[config.mk]
export PLATFORM = sky130hd
export DESIGN_NAME = cpu_seq_ctrl
export DESIGN_NICKNAME = d
export VERILOG_FILES = /design/src/rtl/cpu_seq_ctrl.sv
export SDC_FILE = /design/constraint.sdc
export NUM_CORES = 1
export LEC_CHECK = 0
export BUFFER_PORTS_ARGS = -buffer_cell sky130_fd_sc_hd__buf_2
export CORE_ASPECT_RATIO = 1.5
export CORE_MARGIN = 1.5
export CORE_UTILIZATION = 53
export DETAILED_ROUTE_END_ITERATION = 8
export HOLD_SLACK_MARGIN = 0.06
export PLACE_DENSITY_LB_ADDON = 0.15
export SETUP_SLACK_MARGIN = 0.2
export SLEW_MARGIN = 30
export SYNTH_ARGS = -nofsm -noshare
export SYNTH_HDL_FRONTEND = slang
export SYNTH_SLANG_ARGS = --single-unit
[constraint.sdc]
create_clock -name clk -period 3.9 [get_ports clk]
set_clock_uncertainty 0.2 [all_clocks]
set_input_delay 0.195 -clock clk [delete_from_list [all_inputs] [get_ports clk]]
set_output_delay 0.195 -clock clk [all_outputs]
set_load 0.01 [all_outputs]
[src/rtl/cpu_seq_ctrl.sv]
// cpu_seq_ctrl: multi-cycle control sequencer for the 32-bit datapath.
// It owns the 6-bit PC, fetches instructions over a req/ack handshake,
// and decodes each one. It then drives the ALU, operand mux and
// register-file controls through FETCH / DECODE / EXEC / WB.
//
// Ports:
//   clk, rst        clock (rising edge), asynchronous active-low reset
//   enable          run permission, sampled in IDLE and at the end of WB
//   imem_req/ack    fetch handshake; imem_rdata is the fetched word
//   pc_out          current PC and fetch address
//   instr           instruction register; rs/rt/rd/imm are fields of it
//   ALUopsel        ALU operation
//   MUXsel          operand B select (0 = RD2, 1 = immediate)
//   RegWrite        register file write strobe (asserted in WB only)
//   equal/overflow  ALU flags, sampled on the edge that ends EXEC
//   carry           ALU carry flag, not used for control
//   halted/error    sticky terminal states, cleared only by reset
module cpu_seq_ctrl #(
  parameter logic [5:0] RESET_PC      = 6'd0,
  parameter int         FETCH_TIMEOUT = 15,
  parameter bit         TRAP_OVF      = 1'b1,
  parameter logic [3:0] ADD_OP        = 4'h0,
  parameter logic [3:0] SUB_OP        = 4'h1
) (
  input  logic        clk,
  input  logic        rst,
  input  logic        enable,
  output logic        imem_req,
  input  logic        imem_ack,
  input  logic [31:0] imem_rdata,
  output logic [5:0]  pc_out,
  output logic [31:0] instr,
  output logic [5:0]  rs,
  output logic [5:0]  rt,
  output logic [5:0]  rd,
  output logic [15:0] imm,
  output logic [3:0]  ALUopsel,
  output logic        MUXsel,
  output logic        RegWrite,
  input  logic        equal,
  input  logic        carry,
  input  logic        overflow,
  output logic        halted,
  output logic        error
);

  localparam logic [3:0] OP_RTYPE = 4'h0;
  localparam logic [3:0] OP_ADDI  = 4'h1;
  localparam logic [3:0] OP_BEQ   = 4'h2;
  localparam logic [3:0] OP_HALT  = 4'hE;
  localparam logic [3:0] OP_NOP   = 4'hF;

  localparam int              CNT_W    = $clog2(FETCH_TIMEOUT + 1);
  localparam logic [CNT_W-1:0] CNT_LAST = CNT_W'(FETCH_TIMEOUT - 1);

  typedef enum logic [2:0] {
    S_IDLE, S_FETCH, S_DECODE, S_EXEC, S_WB, S_HALT, S_ERR
  } state_t;

  state_t           state;
  logic [CNT_W-1:0] wait_cnt;
  logic             equal_wb;
  logic             trap_wb;

  logic [3:0] opcode;
  logic [3:0] func;
  logic [5:0] dest;
  logic       wr_op;
  logic       ovf_op;
  logic       trap_now;
  logic       unused_carry;

  assign opcode = instr[31:28];
  assign rs     = instr[27:22];
  assign rt     = instr[21:16];
  assign rd     = instr[15:10];
  assign imm    = instr[15:0];
  assign func   = instr[3:0];

  assign dest     = (opcode == OP_RTYPE) ? rd : rt;
  assign wr_op    = (opcode == OP_RTYPE) || (opcode == OP_ADDI);
  assign ovf_op   = (opcode == OP_ADDI) ||
                    ((opcode == OP_RTYPE) && ((func == ADD_OP) || (func == SUB_OP)));
  assign trap_now = TRAP_OVF && ovf_op && overflow;

  assign unused_carry = carry;

  // Returns {MUXsel, ALUopsel} for a fetched word; non-ALU opcodes give zero.
  function automatic logic [4:0] decode_ctrl(input logic [31:0] word);
    case (word[31:28])
      OP_RTYPE: return {1'b0, word[3:0]};
      OP_ADDI:  return {1'b1, ADD_OP};
      OP_BEQ:   return {1'b0, SUB_OP};
      default:  return 5'b0;
    endcase
  endfunction

  always_ff @(posedge clk or negedge rst) begin
    if (!rst) begin
      state    <= S_IDLE;
      pc_out   <= RESET_PC;
      instr    <= '0;
      imem_req <= 1'b0;
      RegWrite <= 1'b0;
      MUXsel   <= 1'b0;
      ALUopsel <= '0;
      halted   <= 1'b0;
      error    <= 1'b0;
      wait_cnt <= '0;
      equal_wb <= 1'b0;
      trap_wb  <= 1'b0;
    end else begin
      case (state)
        S_IDLE: begin
          if (enable) begin
            state    <= S_FETCH;
            imem_req <= 1'b1;
            wait_cnt <= '0;
          end
        end

        // FETCH -> DECODE: IR and the ALU/mux controls load together on ack
        S_FETCH: begin
          if (imem_ack) begin
            instr               <= imem_rdata;
            {MUXsel, ALUopsel}  <= decode_ctrl(imem_rdata);
            imem_req            <= 1'b0;
            state               <= S_DECODE;
          end else if (wait_cnt == CNT_LAST) begin
            imem_req <= 1'b0;
            error    <= 1'b1;
            state    <= S_ERR;
          end else begin
            wait_cnt <= wait_cnt + 1'b1;
          end
        end

        // DECODE -> EXEC / HALT / ERR
        S_DECODE: begin
          case (opcode)
            OP_RTYPE, OP_ADDI, OP_BEQ, OP_NOP: state <= S_EXEC;
            OP_HALT: begin
              halted <= 1'b1;
              state  <= S_HALT;
            end
            default: begin
              error <= 1'b1;
              state <= S_ERR;
            end
          endcase
        end

        // EXEC -> WB: ALU flags captured here; the write strobe is decided now
        S_EXEC: begin
          equal_wb <= equal;
          trap_wb  <= trap_now;
          RegWrite <= wr_op && (dest != 6'd0) && !trap_now;
          state    <= S_WB;
        end

        // WB -> FETCH / IDLE / ERR: PC advances only when no trap occurred
        S_WB: begin
          RegWrite <= 1'b0;
          if (trap_wb) begin
            error <= 1'b1;
            state <= S_ERR;
          end else begin
            if ((opcode == OP_BEQ) && equal_wb)
              pc_out <= pc_out + 6'd1 + instr[5:0];
            else
              pc_out <= pc_out + 6'd1;
            if (enable) begin
              state    <= S_FETCH;
              imem_req <= 1'b1;
              wait_cnt <= '0;
            end else begin
              state <= S_IDLE;
            end
          end
        end

        S_HALT: begin
          imem_req <= 1'b0;
          RegWrite <= 1'b0;
        end

        S_ERR: begin
          imem_req <= 1'b0;
          RegWrite <= 1'b0;
        end

        default: begin
          imem_req <= 1'b0;
          RegWrite <= 1'b0;
          error    <= 1'b1;
          state    <= S_ERR;
        end
      endcase
    end
  end

endmodule

-- Yosys cells after proc, flatten, opt, wreduce, memory -nomap -nowiden
Cells that the tools add are included.
- flip-flop bits (word level): 56
- input bits: 39
- word-level logic and storage cells: 95
- add/subtract/negate cells: 3
- equal/unequal tests: 22
- mux-type cells: 26
- bitwise logic cells: 4
- reduce and logical (&&, ||, !) cells: 28
- operator list (cell ; number):
    $pmux W3 S6 ; 1
    $mux W4 ; 4
    $pmux W5 S3 ; 1
    $ne A2 B2 Y1 const B ; 7
    $eq A4 B1 Y1 const B ; 3
    $eq A4 B4 Y1 const B ; 3
    $logic_not A4 Y1 ; 3
    $mux W3 ; 4
    $mux W6 ; 2
    $pmux W4 S3 ; 1
    $eq A3 B3 Y1 const B ; 3
    $mux W1 ; 9
    $eq A4 B2 Y1 const B ; 2
    $pmux W1 S4 ; 2
    $reduce_or A4 Y1 ; 2
    $add A6 B1 Y6 const B ; 1
    $add A6 B6 Y6 ; 1
    $eq A3 B2 Y1 const B ; 2
    $pmux W3 S2 ; 1
    $reduce_and A2 Y1 ; 3
    $reduce_and A3 Y1 ; 2
    $reduce_bool A6 Y1 ; 1
    $logic_and A1 B1 Y1 ; 5
    $reduce_and A5 Y1 ; 1
    13 further kinds ; 19

-- Longest topological paths before layout
Gate-level depths: netlist (run 1).
- depth in word-level cells: 8
- gate-level depth with buffers: 9

-- Worst setup path after synthesis (run 1)
OpenSTA, ideal clock, no wires.
- kind: reg-to-reg
- from: reg pc_out[0]
- to: reg pc_out[5]
- library setup time: 116 ps
- arrival time: 2056 ps
- data required time: 3584 ps
- slack: 1528 ps
- stages on the path, launching flop included: 9
- cell sequence: dfrtp_1 ha_1 xor2_1 ha_1 o21ai_0 o21bai_1 a21oi_1 xor2_1 o311ai_0
- longest elaborated chain between the ends: 3
- RTL lines (what ; line ; RTL):
    start: declaration ; 31 ; output logic [5:0] pc_out,
    start signal: assignment ; 169 ; pc_out <= pc_out + 6'd1 + instr[5:0];
    start signal: assignment ; 171 ; pc_out <= pc_out + 6'd1;
    $add A6 B1 Y6 (*) ; 169, 171 ;
    $add A6 B6 Y6 ; 169 ;
    $mux W6 (*) ; 168 ; if ((opcode == OP_BEQ) && equal_wb)
Mark *: on every way between the ends. The rest lies on a longest branch, timed or not.
A chain may end at the register's enable or synchronous reset.

-- Worst setup path after layout (run 1)
Same ends and word-level chain as after synthesis.

==> results.py, run 1 <==
metrics = {
    "run_status": {
        "outcome": "finished, final reports clean",
    },
    "power_and_ir_drop": {
        "vdd_drop_max_v": 0.0002617,
        "power.density_nw_per_um2": 334.6,
        "leakage_nw": 2.234,
    },
    "grt": {
        "use_met1": 0.3021,
        "grt_start_max_net_pins": 57,
        "grt_pass1_wl_mm": 12.62,
        "met3_usage": 0.04132,
        "grt.met2_usage": 0.4871,
        "antenna_found_initial": 0,
        "grt_overflow_total": 0,
        "track_usage": 0.2613,
        "top_usage_layer": "met2",
        "grt_pass1_vias": 2702,
    },
    "timing": {
        "rsz0062_at_grt": "no",
        "slew_headroom": 0.5238,
        "finalMaxSlewViolations": 0,
        "period_needed_ns": 2.695,
        "setup_tns_ns": 0,
        "worst_pin_slew_ns": 0.7143,
        "fmax_mhz": 371.1,
        "hold_ws_ns": 0.08556,
        "final_hold_viol_count": 0,
        "setup_violations": 0,
        "period_share": 0.6909,
    },
    "placed_design": {
        "hpwlAfterDp_mm": 5.004,
        "dp.cells": 500,
        "gp_congestion": 0.8032,
        "placed_area_um2": 3437,
        "port_buffers": 118,
    },
    "flow_run": {
        "drv_cap": 0,
    },
    "synthesis": {
        "ys_types": 44,
        "yosys-top-cells-area": "dfrtp_1 46%, nand2_1 15%, buf_4 8.4%",
        "synth_top_family_by_area": "simple AND/OR/NAND/NOR gates",
        "synth_xor_area_frac": 0.02021,
        "synthesis.nets": 404,
        "synth-simple-area-share": 0.2520,
        "syn-cell-area_um2": 3034,
        "synth_top_area_frac": 0.4619,
        "synth_common_cells": "119 x nand2_1, 56 x dfrtp_1, 34 x buf_4",
        "synth-seq-area-share": 0.4619,
        "yosysTopAreaCell": "dfrtp_1",
        "yosysMostFrequentCell": "nand2_1",
        "yosysWarnings": 0,
        "synth_compound_area_frac": 0.1043,
        "synth_edf_count": 0,
        "synth-main-ff-cell": "dfrtp_1",
        "async_flop_share": 1.000,
        "yosys_register_bits": 56,
        "syn_area_per_cell_um2": 8.547,
        "synthCells": 355,
        "synth_mux_area_frac": 0.01361,
        "synth-adder-area-share": 0.04371,
    },
    "detailed_routing": {
        "routed_via_density": 5.203,
        "drt_iter0_drc": 132,
        "first_pass_iters": 4,
        "vias": 2825,
        "drc_errors": 0,
        "wl_per_cell_um": 13.88,
        "wl_mm": 7.538,
        "ant_nets": 0,
    },
    "clocking": {
        "clk_latency_ns": 0.31,
        "cts_num_sinks": 56,
        "cts_tree": "yes",
        "clk_pin_slew_worst_paths_ns": 0.10,
        "cts_buffers": 5,
        "clock-root-buffer": "clkbuf_8",
        "htreeDepth": 2,
        "cts_buffer_depth": 2,
    },
    "finish": {
        "finalNonFillerCells": 543,
        "num-nets-final": 521,
        "fin_util": 0.7059,
        "insertedDiodeCount": 0,
        "final_cell_area_um2": 3876,
        "drive_gt1_frac": 0.2854,
        "area_growth_pct": 27.75,
        "fillers": 426,
    },
    "worst_setup_path": {
        "critPathArrivalTime_ns": 2.65,
        "endpoint_kind": "register",
        "path_cells": "ha_1 > xor2_1 > ha_1 > o21ai_0 > o21bai_1 > a21oi_1 > xor2_1 > o21ai_0 > o311ai_0",
        "r2r_setup_slack_ns": 1.21,
        "worst-path-max-fanout": 4,
        "required_ns": 3.86,
        "start_kind": "register",
        "critPathMaxStageDelay_ns": 0.42,
        "slowest_stage": "dfrtp_1",
        "path_class": "reg2reg",
    },
    "die": {
        "ioPinCount": 120,
        "dieArea_um2": 6197,
        "die_h_um": 95.67,
        "rows": 33,
        "core_um2": 5492,
        "start_util": 0.5525,
        "die_w_um": 64.78,
    },
    "hold_path": {
        "hold_path.class": "in2reg",
    },
}
power breakdown:
group / switching, mW / leakage [nW] / internal (mW)
Combinational: 0.131 / 1.44 / 0.133
Sequential: 0.0789 / 0.755 / 0.635
Clock: 0.191 / 0.0414 / 0.128
Total: 0.401 / 2.23 / 0.896
logic make-up after synthesis:
group,after synthesis
simple gates,177
fa+ha+maj,10
compound gates,51
buf+inv,50
xor+xnor,7
flops,56
mux,4
routing by layer:
layer,vias up,share of wire
met5,-,0
met4,0,0.018
met3,13,0.049
met2,99,0.55
met1,1324,0.38
li1,1389,-
worst max-delay path: cells and delay by family (launching register included):
kind                       cells  cell delay [ns]
DFF                            1             0.42
AOI/OAI and AO/OA              5             1.03
xor gates and xnor gates       2             0.34
adders and majority gates      2             0.55
final cells by class:
class                   count  area (µm²)  area share
clock buffers               6       72.57     0.01872
clock inverters             2       16.27    0.004196
inverters                   3       11.26    0.002905
multi-input cells         249        1316      0.3396
flip-flops and latches     56        1401      0.3615
well taps                  70       87.58     0.02260
repair buffers            157       970.9      0.2505
metrics by stage:
stage	worst slack [ns]	total power, mW
after global routing	0.9137	1.386
after global placement	1.408	0.9477
after detailed placement	1.211	0.9626
final	1.205	1.297
after CTS	1.209	1.305
after floorplan	1.528	0.8752
sequential cells by signal (all words and copies together) (netlist names):
| register | count |
|---|---|
| ALUopsel | 4 |
| MUXsel | 1 |
| RegWrite | 1 |
| equal_wb | 1 |
| error | 1 |
| halted | 1 |
| imem_req | 1 |
| instr | 32 |
| pc_out | 6 |
| state | 3 |
| trap_wb | 1 |
| wait_cnt | 4 |
layout by cell type, fill, tap and decap left out, types with 2 or more instances in the layout:
cell           netlist  final
nand2_1            119    119
nand3_1              9      9
a22o_1               3      3
o41ai_1              2      2
nor4_1               3      3
inv_1                3      3
buf_4               34      4
xor2_1               4      4
nand2b_1             4      4
a31oi_1              2      2
clkbuf_8             0      5
o22ai_1              2      2
and3_1               3      3
a21o_1               2      2
a211oi_1             2      2
dlygate4sd3_1        0     35
o21ai_0             17     17
xnor2_1              3      3
nor2_1              17     17
a21oi_1             13     13
buf_2                1    118
ha_1                 9      9
nor3_1               8      8
mux2i_1              3      3
o221ai_1             2      2
dfrtp_1             56     56
or3_1                3      3
nand3b_1             2      2
worst paths after layout:
kind	from	endpoint	cells after the start
min in group asynchronous	rst	pc_out[2]	3
hold reg to reg	halted	halted	1
max in group asynchronous	rst	pc_out[5]	3
hold / removal	enable	state[0]	3
setup / recovery	pc_out[0]	pc_out[5]	9
setup reg to reg	pc_out[0]	pc_out[5]	9
timing repair:
item	in CTS	in global routing
hold endpoints to repair	95	0
gates resized for setup	0	0
hold buffers	35	0
setup buffers	0	0
Power figures use the tool's default switching activity.
==> run 2, diff against run 1 <==
--- a/config.mk
+++ b/config.mk
@@ -8,7 +8,7 @@
 export BUFFER_PORTS_ARGS = -buffer_cell sky130_fd_sc_hd__buf_2
 export CORE_ASPECT_RATIO = 1.5
 export CORE_MARGIN = 1.5
-export CORE_UTILIZATION = 53
+export CORE_UTILIZATION = 49
 export DETAILED_ROUTE_END_ITERATION = 8
 export HOLD_SLACK_MARGIN = 0.06
 export PLACE_DENSITY_LB_ADDON = 0.15
==> constraint.sdc (replaced) <==
create_clock -name clk -period 2.5 [get_ports clk]
set_clock_uncertainty 0.2 [all_clocks]
set_input_delay 0.125 -clock clk [delete_from_list [all_inputs] [get_ports clk]]
set_output_delay 0.125 -clock clk [all_outputs]
set_load 0.01 [all_outputs]
==> results.py, run 2 (same netlist as run 1, synthesis figures left out) <==
metrics = {
    "run_status": {
        "outcome": "finished, final reports clean",
    },
    "placed_design": {
        "port_buffers": 118,
        "hpwlAfterDp_mm": 5.012,
        "preCtsSetupSlack_ns": -0.03242,
        "placed_area_um2": 3493,
        "gp_congestion": 0.7886,
        "dp.cells": 507,
    },
    "grt": {
        "grt_pass1_vias": 2777,
        "grt.met2_usage": 0.4166,
        "use_met1": 0.2819,
        "grt_pass1_wl_mm": 12.37,
        "track_usage": 0.2356,
        "top_usage_layer": "met2",
        "antenna_found_initial": 0,
        "grt_overflow_total": 0,
        "grt_start_max_net_pins": 34,
        "met3_usage": 0.04751,
    },
    "detailed_routing": {
        "drc_errors": 0,
        "routed_via_density": 5.101,
        "wl_per_cell_um": 13.39,
        "drt_iter0_drc": 113,
        "vias": 2831,
        "wl_mm": 7.429,
        "first_pass_iters": 4,
        "ant_nets": 0,
    },
    "timing": {
        "period_needed_ns": 2.321,
        "setup_tns_ns": 0,
        "fmax_mhz": 430.9,
        "hold_ws_ns": 0.1829,
        "rsz0062_at_grt": "yes",
        "final_hold_viol_count": 0,
        "period_share": 0.9283,
        "setup_ws_ns": 0.1792,
        "finalMaxSlewViolations": 0,
        "setup_violations": 0,
        "worst_pin_slew_ns": 0.7005,
        "slew_headroom": 0.5330,
    },
    "die": {
        "start_util": 0.5168,
        "dieArea_um2": 6683,
        "core_um2": 5871,
        "ioPinCount": 120,
        "die_w_um": 67.25,
        "die_h_um": 99.38,
        "rows": 34,
    },
    "power_and_ir_drop": {
        "power.total_mw": 2.076,
        "vdd_drop_max_v": 0.0003149,
        "leakage_nw": 2.277,
        "power.density_nw_per_um2": 511.9,
    },
    "finish": {
        "insertedDiodeCount": 0,
        "num-nets-final": 531,
        "regArea_um2": 1405,
        "largest_reg_flops": 32,
        "final_cell_area_um2": 4055,
        "final_common_cell": "nand2_1",
        "multi_input_area_um2": 1393,
        "finalNonFillerCells": 555,
        "final_cell_mix": "119 x nand2_1, 118 x buf_2, 53 x dfrtp_1",
        "fillers": 490,
        "top_register": "instr",
        "biggestRegsByFlops": "instr x32, pc_out x6",
        "area_growth_pct": 33.65,
        "drive_gt1_frac": 0.3271,
        "fin_util": 0.6908,
    },
    "hold_path": {
        "hold_path.class": "in2async",
    },
    "clocking": {
        "htreeDepth": 2,
        "clock-root-buffer": "clkbuf_8",
        "cts_buffer_depth": 2,
        "cts_tree": "yes",
        "cts_buffers": 5,
        "cts_num_sinks": 56,
        "clk_pin_slew_worst_paths_ns": 0.10,
        "clk_latency_ns": 0.30,
    },
    "worst_setup_path": {
        "required_ns": 2.51,
        "r2r_setup_slack_ns": 0.18,
        "endpoint_kind": "register",
        "critPathArrivalTime_ns": 2.33,
        "rr_worst_depth": 8,
        "worst_r2r_startpoint": "pc_out[0]",
        "worst-path-max-fanout": 4,
        "start_kind": "register",
        "path_class": "reg2reg",
        "rr_endpoint": "pc_out[5]",
    },
    "flow_run": {
        "drv_cap": 0,
    },
}
## run 2: cell types whose count changed in the layout (fill, tap and decap cells not counted), sizes merged
cell / change
buf: +8
clkbuf: -1
clkinvlp: +1
dlygate4sd3: +2
## run 2: how the worst max path moves through the flow
| stage | start | end | cells after the start |
|---|---|---|---|
| 2_1_floorplan | pc_out[0] | pc_out[5] | 8 |
| 3_3_place_gp | pc_out[0] | pc_out[5] | 7 |
| 3_5_place_dp | pc_out[0] | pc_out[5] | 7 |
| 4_1_cts | pc_out[0] | pc_out[5] | 9 |
| 5_1_grt | pc_out[0] | pc_out[4] | 9 |
| 6_report | pc_out[0] | pc_out[5] | 8 |
## run 2: worst max-delay path: stages, from the launching register on
cell and delay, ns:
dfrtp_2 0.45, ha_4 0.26, ha_1 0.30, a211oi_2 0.19
o21bai_1 0.10, a21oi_2 0.27, mux2i_1 0.23, nand4_1 0.13
o311ai_2 0.09
## run 2: what timing repair did
action	4_1_cts	5_1_grt
endpoints found under the setup margin	1	3
pin swaps	4	4
cloned	0	0
hold endpoints to repair	71	0
buffers inserted	1	2
resized for setup	11	7
hold buffers	37	0
## run 2: area by class of cell
cell class | instances | share of cell area
Timing Repair Buffer | 167 | 0.2623
Clock buffer | 5 | 0.01697
Clock inverter | 3 | 0.005862
Inverter | 3 | 0.002777
Sequential cell | 56 | 0.3465
Multi-Input combinational cell | 249 | 0.3434
Tap cell | 72 | 0.02222
## run 2: per-layer routing
layer  up-vias  share of wire
met5         -              0
met4         0          0.013
met3         8          0.047
met2        80           0.53
met1      1334           0.41
li1       1409              -
## run 2: report_power, final
group	internal, mW	leakage [nW]	switching, mW
sequential	0.992	0.750	0.0881
clock	0.199	0.0404	0.300
combinational	0.246	1.49	0.250
